[src/rtl/dm_arbiter_if.sv]
// dm_arbiter_if: bundle of every signal between the two bus masters, the
// arbiter and the data memory.
//   slave  modport : arbiter side (takes requests and dm_dout, drives
//                    ack/err/rdata, the memory command and busy)
//   master modport : environment side (masters plus memory model)
// m0_* : CPU load/store port, m1_* : secondary master (DMA/debug),
// dm_* : memory command/response, busy : arbiter not idle.
interface dm_arbiter_if #(
  parameter int AW = 32
);
  logic          m0_req, m1_req;
  logic          m0_wr, m1_wr;
  logic [1:0]    m0_be, m1_be;
  logic [AW-1:0] m0_addr, m1_addr;
  logic [31:0]   m0_wdata, m1_wdata;
  logic [31:0]   m0_pc;
  logic          m0_ack, m1_ack;
  logic          m0_err, m1_err;
  logic [31:0]   m0_rdata, m1_rdata;
  logic          dm_wr;
  logic [1:0]    dm_be;
  logic [31:0]   dm_addr;
  logic [31:0]   dm_din;
  logic [31:0]   dm_pc;
  logic [31:0]   dm_dout;
  logic          busy;

  modport slave (
    input  m0_req, m1_req, m0_wr, m1_wr, m0_be, m1_be, m0_addr, m1_addr,
           m0_wdata, m1_wdata, m0_pc, dm_dout,
    output m0_ack, m1_ack, m0_err, m1_err, m0_rdata, m1_rdata,
           dm_wr, dm_be, dm_addr, dm_din, dm_pc, busy
  );

  modport master (
    output m0_req, m1_req, m0_wr, m1_wr, m0_be, m1_be, m0_addr, m1_addr,
           m0_wdata, m1_wdata, m0_pc, dm_dout,
    input  m0_ack, m1_ack, m0_err, m1_err, m0_rdata, m1_rdata,
           dm_wr, dm_be, dm_addr, dm_din, dm_pc, busy
  );
endinterface

[src/rtl/dm_arbiter.sv]
// dm_arbiter: round-robin arbiter and sequencer between two bus masters and
// a data memory with a level-sensitive write port.
//   clk   : rising-edge clock
//   reset : asynchronous active-high reset
//   bus   : dm_arbiter_if.slave (master requests, acks, memory command)
// Each access runs IDLE -> ACCESS (1 cycle, memory strobe) -> RESP (ack).
// From RESP the other master can be granted directly, so alternating
// masters complete one access every two cycles.
module dm_arbiter #(
  parameter int AW = 32
) (
  input  logic        clk,
  input  logic        reset,
  dm_arbiter_if.slave bus
);

  typedef enum logic [1:0] {
    IDLE   = 2'd0,
    ACCESS = 2'd1,
    RESP   = 2'd2
  } state_t;

  state_t state_reg, state_next;

  // Per-master views of the request ports, indexed by master number.
  logic [1:0]           req;
  logic [1:0]           wr_in;
  logic [1:0][1:0]      be_in;
  logic [1:0][AW-1:0]   addr_in;
  logic [1:0][31:0]     wdata_in;
  logic [1:0][31:0]     pc_in;
  logic [1:0]           err_in;

  assign req      = {bus.m1_req, bus.m0_req};
  assign wr_in    = {bus.m1_wr, bus.m0_wr};
  assign be_in    = {bus.m1_be, bus.m0_be};
  assign addr_in  = {bus.m1_addr, bus.m0_addr};
  assign wdata_in = {bus.m1_wdata, bus.m0_wdata};
  assign pc_in    = {32'd0, bus.m0_pc};  // m1 has no PC to trace

  // Command register: the winning request, held for the whole access.
  logic          cmd_wr_reg;
  logic [1:0]    cmd_be_reg;
  logic [AW-1:0] cmd_addr_reg;
  logic [31:0]   cmd_wdata_reg;
  logic [31:0]   cmd_pc_reg;
  logic          cmd_err_reg;
  logic          owner_reg;
  logic          last_grant_reg;
  logic          dm_wr_reg;

  logic          grant;
  logic          grant_sel;

  logic [1:0]       ack;
  logic [1:0]       err_out;
  logic [1:0][31:0] rdata_reg;

  // Legality check and response generation per master.
  for (genvar gi = 0; gi < 2; gi++) begin : g_master
    // Byte accesses are always aligned; half needs addr[0]=0, word addr[1:0]=0.
    assign err_in[gi] = (be_in[gi] == 2'b11) ||
                        ((be_in[gi] == 2'b10) && addr_in[gi][0]) ||
                        ((be_in[gi] == 2'b00) && (addr_in[gi][1:0] != 2'b00));

    assign ack[gi]     = (state_reg == RESP) && (owner_reg == 1'(gi));
    assign err_out[gi] = ack[gi] && cmd_err_reg;

    // Load data is captured at the end of ACCESS and then held.
    always_ff @(posedge clk or posedge reset) begin
      if (reset) begin
        rdata_reg[gi] <= 32'd0;
      end else if ((state_reg == ACCESS) && (owner_reg == 1'(gi)) &&
                   !cmd_wr_reg && !cmd_err_reg) begin
        rdata_reg[gi] <= bus.dm_dout;
      end
    end
  end

  // State register.
  always_ff @(posedge clk or posedge reset) begin
    if (reset) begin
      state_reg <= IDLE;
    end else begin
      state_reg <= state_next;
    end
  end

  // Next state and grant decision.
  always_comb begin
    state_next = state_reg;
    grant      = 1'b0;
    grant_sel  = 1'b0;
    case (state_reg)
      IDLE: begin
        if (|req) begin
          grant      = 1'b1;
          // On a tie the master that did not win last time goes first.
          grant_sel  = (&req) ? ~last_grant_reg : req[1];
          state_next = ACCESS;
        end
      end
      ACCESS: begin
        state_next = RESP;
      end
      RESP: begin
        // The owner's req is still high while it sees ack, so only the
        // other master can be granted here.
        if (req[~owner_reg]) begin
          grant      = 1'b1;
          grant_sel  = ~owner_reg;
          state_next = ACCESS;
        end else begin
          state_next = IDLE;
        end
      end
      default: begin
        state_next = IDLE;
      end
    endcase
  end

  // Command register, arbitration history and the write strobe. The strobe
  // is only ever set together with a grant, i.e. on entry to ACCESS, and
  // every ACCESS cycle is followed by RESP, so it lasts exactly one cycle.
  always_ff @(posedge clk or posedge reset) begin
    if (reset) begin
      cmd_wr_reg     <= 1'b0;
      cmd_be_reg     <= 2'b00;
      cmd_addr_reg   <= '0;
      cmd_wdata_reg  <= 32'd0;
      cmd_pc_reg     <= 32'd0;
      cmd_err_reg    <= 1'b0;
      owner_reg      <= 1'b0;
      last_grant_reg <= 1'b1;
      dm_wr_reg      <= 1'b0;
    end else begin
      dm_wr_reg <= grant && wr_in[grant_sel] && !err_in[grant_sel];
      if (grant) begin
        cmd_wr_reg     <= wr_in[grant_sel];
        cmd_be_reg     <= be_in[grant_sel];
        cmd_addr_reg   <= addr_in[grant_sel];
        cmd_wdata_reg  <= wdata_in[grant_sel];
        cmd_pc_reg     <= pc_in[grant_sel];
        cmd_err_reg    <= err_in[grant_sel];
        owner_reg      <= grant_sel;
        last_grant_reg <= grant_sel;
      end
    end
  end

  assign bus.m0_ack   = ack[0];
  assign bus.m1_ack   = ack[1];
  assign bus.m0_err   = err_out[0];
  assign bus.m1_err   = err_out[1];
  assign bus.m0_rdata = rdata_reg[0];
  assign bus.m1_rdata = rdata_reg[1];
  assign bus.dm_wr    = dm_wr_reg;
  assign bus.dm_be    = cmd_be_reg;
  assign bus.dm_addr  = 32'(cmd_addr_reg);
  assign bus.dm_din   = cmd_wdata_reg;
  assign bus.dm_pc    = cmd_pc_reg;
  assign bus.busy     = (state_reg != IDLE);

endmodule

[src/flat_wrapper.sv]
// flat-port wrapper written by rule: the top's interface ports become plain ports
module dm_arbiter_flat 
#(
  parameter int AW = 32
)
  (clk, reset, bus_m0_req, bus_m1_req, bus_m0_wr, bus_m1_wr, bus_m0_be, bus_m1_be, bus_m0_addr, bus_m1_addr, bus_m0_wdata, bus_m1_wdata, bus_m0_pc, bus_dm_dout, bus_m0_ack, bus_m1_ack, bus_m0_err, bus_m1_err, bus_m0_rdata, bus_m1_rdata, bus_dm_wr, bus_dm_be, bus_dm_addr, bus_dm_din, bus_dm_pc, bus_busy);
  dm_arbiter_if #(.AW(AW)) bus_i ();
  input  logic clk;
  input  logic reset;
  input wire logic [$bits(bus_i.m0_req)-1:0] bus_m0_req;
  input wire logic [$bits(bus_i.m1_req)-1:0] bus_m1_req;
  input wire logic [$bits(bus_i.m0_wr)-1:0] bus_m0_wr;
  input wire logic [$bits(bus_i.m1_wr)-1:0] bus_m1_wr;
  input wire logic [$bits(bus_i.m0_be)-1:0] bus_m0_be;
  input wire logic [$bits(bus_i.m1_be)-1:0] bus_m1_be;
  input wire logic [$bits(bus_i.m0_addr)-1:0] bus_m0_addr;
  input wire logic [$bits(bus_i.m1_addr)-1:0] bus_m1_addr;
  input wire logic [$bits(bus_i.m0_wdata)-1:0] bus_m0_wdata;
  input wire logic [$bits(bus_i.m1_wdata)-1:0] bus_m1_wdata;
  input wire logic [$bits(bus_i.m0_pc)-1:0] bus_m0_pc;
  input wire logic [$bits(bus_i.dm_dout)-1:0] bus_dm_dout;
  output wire logic [$bits(bus_i.m0_ack)-1:0] bus_m0_ack;
  output wire logic [$bits(bus_i.m1_ack)-1:0] bus_m1_ack;
  output wire logic [$bits(bus_i.m0_err)-1:0] bus_m0_err;
  output wire logic [$bits(bus_i.m1_err)-1:0] bus_m1_err;
  output wire logic [$bits(bus_i.m0_rdata)-1:0] bus_m0_rdata;
  output wire logic [$bits(bus_i.m1_rdata)-1:0] bus_m1_rdata;
  output wire logic [$bits(bus_i.dm_wr)-1:0] bus_dm_wr;
  output wire logic [$bits(bus_i.dm_be)-1:0] bus_dm_be;
  output wire logic [$bits(bus_i.dm_addr)-1:0] bus_dm_addr;
  output wire logic [$bits(bus_i.dm_din)-1:0] bus_dm_din;
  output wire logic [$bits(bus_i.dm_pc)-1:0] bus_dm_pc;
  output wire logic [$bits(bus_i.busy)-1:0] bus_busy;
  assign bus_i.m0_req = bus_m0_req;
  assign bus_i.m1_req = bus_m1_req;
  assign bus_i.m0_wr = bus_m0_wr;
  assign bus_i.m1_wr = bus_m1_wr;
  assign bus_i.m0_be = bus_m0_be;
  assign bus_i.m1_be = bus_m1_be;
  assign bus_i.m0_addr = bus_m0_addr;
  assign bus_i.m1_addr = bus_m1_addr;
  assign bus_i.m0_wdata = bus_m0_wdata;
  assign bus_i.m1_wdata = bus_m1_wdata;
  assign bus_i.m0_pc = bus_m0_pc;
  assign bus_i.dm_dout = bus_dm_dout;
  assign bus_m0_ack = bus_i.m0_ack;
  assign bus_m1_ack = bus_i.m1_ack;
  assign bus_m0_err = bus_i.m0_err;
  assign bus_m1_err = bus_i.m1_err;
  assign bus_m0_rdata = bus_i.m0_rdata;
  assign bus_m1_rdata = bus_i.m1_rdata;
  assign bus_dm_wr = bus_i.dm_wr;
  assign bus_dm_be = bus_i.dm_be;
  assign bus_dm_addr = bus_i.dm_addr;
  assign bus_dm_din = bus_i.dm_din;
  assign bus_dm_pc = bus_i.dm_pc;
  assign bus_busy = bus_i.busy;
  dm_arbiter #(.AW(AW)) u_core (.clk(clk), .reset(reset), .bus(bus_i));
endmodule
[config.mk]
export PLATFORM = sky130hd
export DESIGN_NAME = dm_arbiter_flat
export DESIGN_NICKNAME = d
export VERILOG_FILES = /design/src/rtl/dm_arbiter_if.sv /design/src/rtl/dm_arbiter.sv /design/src/flat_wrapper.sv
export SDC_FILE = /design/constraint.sdc
export NUM_CORES = 1
export LEC_CHECK = 0
export CORE_AREA = 2 2 145 147
export CTS_CLUSTER_SIZE = 12
export DETAILED_ROUTE_END_ITERATION = 16
export DIE_AREA = 0 0 147 149
export PLACE_DENSITY = 0.7
export SLEW_MARGIN = 10
export SYNTH_ARGS = -nofsm -noshare
export SYNTH_HDL_FRONTEND = slang
export SYNTH_SLANG_ARGS = --single-unit
export TNS_END_PERCENT = 10
[constraint.sdc]
create_clock -name clk -period 6.5 [get_ports clk]
set_input_delay 0.975 -clock clk [delete_from_list [all_inputs] [get_ports clk]]
set_output_delay 0.975 -clock clk [all_outputs]
set_load 0.01 [all_outputs]
After elaboration in Yosys (flattened, before gate mapping)
Cells that the tools add are included.
Widths: inputs -> output; s select.
{ "word_totals": {"output_inout_bits": 168, "in_bits": 202, "word_cells": 78, "ff_bits": 169} }
{ "classes": {"eq_ne": 7, "bitwise_logic": 2, "n_mux": 24, "reduce_logical": 31, "order_cmp": 2} }
{ "ops": {"columns": ["cell", "n"], "rows": [
  ["$mux 32", 6],
  ["$logic_and 1x1->1", 16],
  ["$mux 1", 12],
  ["$eq 2x2->1 const B", 5],
  ["$logic_not 2->1", 3],
  ["$mux 2", 3],
  ["$pmux 2 s3", 1],
  ["$reduce_bool 2->1", 3],
  ["$logic_or 1x1->1", 4],
  ["$lt 1x2->1 const B", 2],
  ["$pmux 1 s2", 2],
  ["$logic_not 1->1", 3],
  ["$eq 2x1->1 const B", 1],
  ["$ne 2x1->1 const B", 1],
  ["$not 1->1", 2],
  ["$reduce_and 2->1", 1],
  ["$reduce_or 2->1", 1]
]} }

Longest topological paths before layout
{ "depth": {"depth_word": 9, "depth_mapped": 8, "mapped_depth_nobuf": 4} }

Worst setup path after synthesis
OpenSTA, ideal clock, no wires.
{ "synth_path": {"path_kind": "input to register", "start": "in bus_m1_req", "end": "reg u_core.cmd_addr_reg[10] (netlist: u_core.bus.dm_addr[10])", "setup_slack_ns": 4.483, "setup_ns": 0.132, "path_stages": 5, "arrival_ns": 1.885, "required_ns": 6.368, "path_buffers": 2, "path_cell_list": "a21boi_2 o221ai_4 buf_6 clkbuf_1 o21ai_1"} }
{ "synth_between": {"elab_chain_len": 6, "word_cells_on_any_way": 13, "cone_classes": "mux (11); reduce/logical (2)"} }
{ "synth_lines": {"columns": ["item", "line_no", "rtl"], "rows": [
  ["from (decl)", "flat_wrapper.sv:11", "input wire logic [$bits(bus_i.m1_req)-1:0] bus_m1_req;"],
  ["$mux 1 (not written as such) or $reduce_and 2->1 (tied branches)", "dm_arbiter.sv:109, dm_arbiter.sv:99", null],
  ["$mux 1 (on tied branches)", "dm_arbiter.sv:109, dm_arbiter.sv:99", null],
  ["$mux 1 (on tied branches)", "dm_arbiter.sv:109, dm_arbiter.sv:96", null],
  ["$pmux 1 s2", "dm_arbiter.sv:94", "case (state_reg)"],
  ["$mux 32 (not written as such) (2 in series)", "dm_arbiter.sv:142", "cmd_addr_reg <= addr_in[grant_sel];"],
  ["to (signal assigned)", "dm_arbiter.sv:142", null],
  ["to (decl)", "dm_arbiter.sv:44", "logic [AW-1:0] cmd_addr_reg;"]
]} }
Several ways; a longest one is shown, not always the timed one. The select of a mux whose other input is x is not followed.
A chain may end at the register's enable or synchronous reset.

Final worst setup path
{ "layout_path": {"start": "in bus_m1_req", "end": "reg u_core.cmd_wdata_reg[31] (netlist: u_core.bus.dm_din[31])"} }
{ "layout_between": {"elab_chain_len": 6, "word_cells_on_any_way": 13, "cone_classes": "mux (11); reduce/logical (2)"} }
{ "layout_lines": {"columns": ["item", "line_no", "rtl"], "rows": [
  ["$mux 1 (not written as such) or $reduce_and 2->1 (tied branches)", "dm_arbiter.sv:109, dm_arbiter.sv:99", null],
  ["$mux 1 (on tied branches)", "dm_arbiter.sv:109, dm_arbiter.sv:99", null],
  ["$mux 1 (on tied branches)", "dm_arbiter.sv:109, dm_arbiter.sv:96", null],
  ["$pmux 1 s2", "dm_arbiter.sv:94", null],
  ["$mux 32 (not written as such) (2 in series)", "dm_arbiter.sv:143", "cmd_wdata_reg <= wdata_in[grant_sel];"],
  ["to (signal assigned)", "dm_arbiter.sv:143", null],
  ["to (decl)", "dm_arbiter.sv:45", "logic [31:0] cmd_wdata_reg;"]
]} }
Several ways; a longest one is shown, not always the timed one. The select of a mux whose other input is x is not followed.

==> results.sh <==
export IMPL_clkSlewWorstSetupHoldPaths_ps=60
export IMPL_p_comb_share_pct=46.4
export IMPL_synth_area_mm2=0.00712
export IMPL_synth_top_flop_cell="dfrtp_1"
export IMPL_place_area_mm2=0.0110
export IMPL_p_sw_w=0.00183
export IMPL_cts_hold_buf=0
export IMPL_vdd_ir_drop_max_mv=0.174
export IMPL_crit_buf_inv=2
export IMPL_routabilityCongestion=0.770
export IMPL_rrSetupSlack_ps=3900
export IMPL_tns_ps=0
export IMPL_synth_most_common_cell="dfrtp_1"
export IMPL_clock_latency_ps=430
export IMPL_yosysTopAreaCellShare_pct=59.0
export IMPL_syn2layout_area_growth_pct=62.9
export IMPL_intPower_w=0.00361
export IMPL_cts_root_buffer="clkbuf_16"
export IMPL_p_sw_share_pct=33.7
export IMPL_wl_per_cell_um=16.4
export IMPL_clkPwrFrac_pct=19.6
export IMPL_antenna_left=0
export IMPL_netlist_top_cells_area="dfrtp_1 59%, mux2_2 9.8%, mux2i_1 9.4%, nand2_1 7.2%, o21ai_1 4.0%"
export IMPL_max_cap_viol_count=0
export IMPL_critical_path_cell_chain="clkdlybuf4s50_1 > a21boi_2 > o221ai_4 > buf_4 > o21ai_0"
export IMPL_ys_types=28
export IMPL_seq_power_share_pct=34.1
export IMPL_cts_tree="done"
export IMPL_cts_sinks=169
export IMPL_r2r_start="u_core.owner_reg"
export IMPL_io_pins=370
export IMPL_ys_async_sr_fraction_pct=100
export IMPL_antenna_found_initial=3
export IMPL_vias=5659
export IMPL_cp_depth=5
export IMPL_drt_vias_per_instance=4.52
export IMPL_grt_overflow_total=0
export IMPL_fin_nets=1163
export IMPL_cts_buffers=17
export IMPL_ys_seq_elements=169
export IMPL_p_per_area_mw_per_mm2=469
export IMPL_synth_yosys_seq_area_share_pct=59.4
export IMPL_timing_final_crit_share_pct=46.3
export IMPL_grt_pass1_vias=5701
export IMPL_start_kind="input port"
export IMPL_yosys_warnings=0
export IMPL_htreeDepth=4
export IMPL_r2r_end="u_core.bus.dm_din[31]"
export IMPL_grt_pass1_wl_um=31500
export IMPL_clock_skew_ps=12.9
export IMPL_cts_max_path_buffers=2
export IMPL_setup_violations=0
export IMPL_synth_net_count=808
export IMPL_drive_gt1_share_pct=11.0
export IMPL_dp_hpwl_um=15300
export IMPL_fp_row_count=53
export IMPL_numPortBuffers=369
export IMPL_die_y_um=149
export IMPL_synth_edff_count=0
export IMPL_crit_family="compound AO/OA/AOI/OAI gates"
export IMPL_arrival_ps=3280
export IMPL_synth_top_cell_by_area="dfrtp_1"
export IMPL_crit_path_start="bus_m1_req"
export IMPL_dieArea_mm2=0.0219
export IMPL_avgSynthCellArea_um2=11.8
export IMPL_grt_max_degree=97
export IMPL_rr_worst_depth=4
export IMPL_period_needed_ps=3010
export IMPL_design_core_area_mm2=0.0206
export IMPL_cp_max_fo=67
export IMPL_rsz0062_at_grt="false"
export IMPL_clock_fmax_ghz=0.332
export IMPL_drt_wl_total_um=20600
export IMPL_post_cts_buffers=0
export IMPL_synth_cells=606
export IMPL_tightest_slew_ps=1100
export IMPL_stdcell_area_mm2=0.0116
export IMPL_drt_iter0_markers=205
export IMPL_cp_slowest_cell="o221ai_4"
export IMPL_cts_resized=0
export IMPL_critPathRequiredTime_ps=6770
export IMPL_hold_viol_final=0
export IMPL_hp_class="register to register"
export IMPL_synth_common_cells="168 x dfrtp_1, 137 x nand2_1, 67 x mux2i_1"
export IMPL_dr_pass1_iters=4
export IMPL_die_w_um=147
export IMPL_critPathCaptureType="register"
export IMPL_maxSlewViolCount=0
export IMPL_leakagePower_nw=5.17
export IMPL_worstSetupPathType="input port to register"
export IMPL_grt_usage_pct=18.7
export IMPL_slew_headroom_pct=26.7
export IMPL_cp_endpoint="u_core.bus.dm_din[31]"
export IMPL_start_util_pct=34.6
export IMPL_drcViolationCount=0
export IMPL_critPathMaxStageDelay_ps=850
export IMPL_outcome="complete, no violations"
-- cell type report --
type / count / area (um2)
Antenna cell: 3 / 7.51
Clock buffer: 18 / 429
Inverter: 3 / 16.3
Sequential cell: 169 / 4230
Fill cell: 1805 / 8950
Tap cell: 275 / 344
Timing Repair Buffer: 376 / 3770
Multi-Input combinational cell: 394 / 2620
Clock inverter: 14 / 185
-- power by group through the flow --
stage | Sequential [W] | Clock (W) | Combinational, W
global placement | 0.00186 | 0 | 0.00253
detailed placement | 0.00187 | 0 | 0.00257
CTS | 0.00186 | 0.00110 | 0.00257
floorplan | 0.00208 | 0 | 0.00100
finish | 0.00185 | 0.00106 | 0.00253
global route | 0.00193 | 0.00115 | 0.00273
-- placed cells by master, fill, tap and decap left out, types with 2 or more instances in the layout --
cell / count
and3_1: 2
nand2b_1: 3
clkdlybuf4s50_1: 369
o31ai_1: 2
o21ai_1: 57
mux2_2: 62
buf_4: 5
buf_12: 2
nor2b_1: 4
nand2_1: 137
nor2_1: 3
nand3_1: 3
inv_6: 6
mux2i_1: 67
mux2_1: 3
clkbuf_16: 17
inv_1: 2
o21ai_0: 43
diode_2: 3
clkinvlp_4: 2
inv_8: 2
dfrtp_1: 168
bufinv_16: 3
-- worst min path at each step --
stage                          start                     to  slack, ps  cells past startpoint
6_report       u_core.last_grant_reg  u_core.last_grant_reg        460                      2
4_1_cts        u_core.last_grant_reg  u_core.last_grant_reg        470                      2
3_3_place_gp   u_core.last_grant_reg  u_core.last_grant_reg        450                      2
5_1_grt        u_core.last_grant_reg  u_core.last_grant_reg        490                      2
2_1_floorplan  u_core.last_grant_reg  u_core.last_grant_reg        440                      2
3_5_place_dp   u_core.last_grant_reg  u_core.last_grant_reg        460                      2
-- logic make-up after synthesis --
kind of cell	count (synthesis)	share of synthesized area, %
compound gates	105	7.84
buf+inv	43	3.94
simple gates	157	9.14
flops	169	59.4
mux	132	19.7
-- worst min-delay path: stages, from the launching register on --
cell	delay, ps
dfstp_2	370
nand2_1	50
nand2_1	40
-- metal layers --
layer | track usage [%] | up-vias | wire [um]
li1 | - | 2774 | -
met1 | 23.2 | 2612 | 8580
met2 | 29.7 | 251 | 9690
met3 | 6.94 | 22 | 1930
met4 | 7.64 | 0 | 378
met5 | 0 | - | 0
-- through the flow --
stage                     hold WS (ps)  setup slack, ps  power [W]  instances  utilization, %
after detailed placement           457             2990    0.00444       1217            53.4
after floorplan                    439              952    0.00308        606               -
final                              462             3490    0.00544       1252            56.4
after global placement             455             3090    0.00439       1217            53.4
after CTS                          468             3460    0.00553       1249            56.4
after global routing               494             3260    0.00580       1252            56.4
Note: power is estimated with default switching activity, not from simulation.
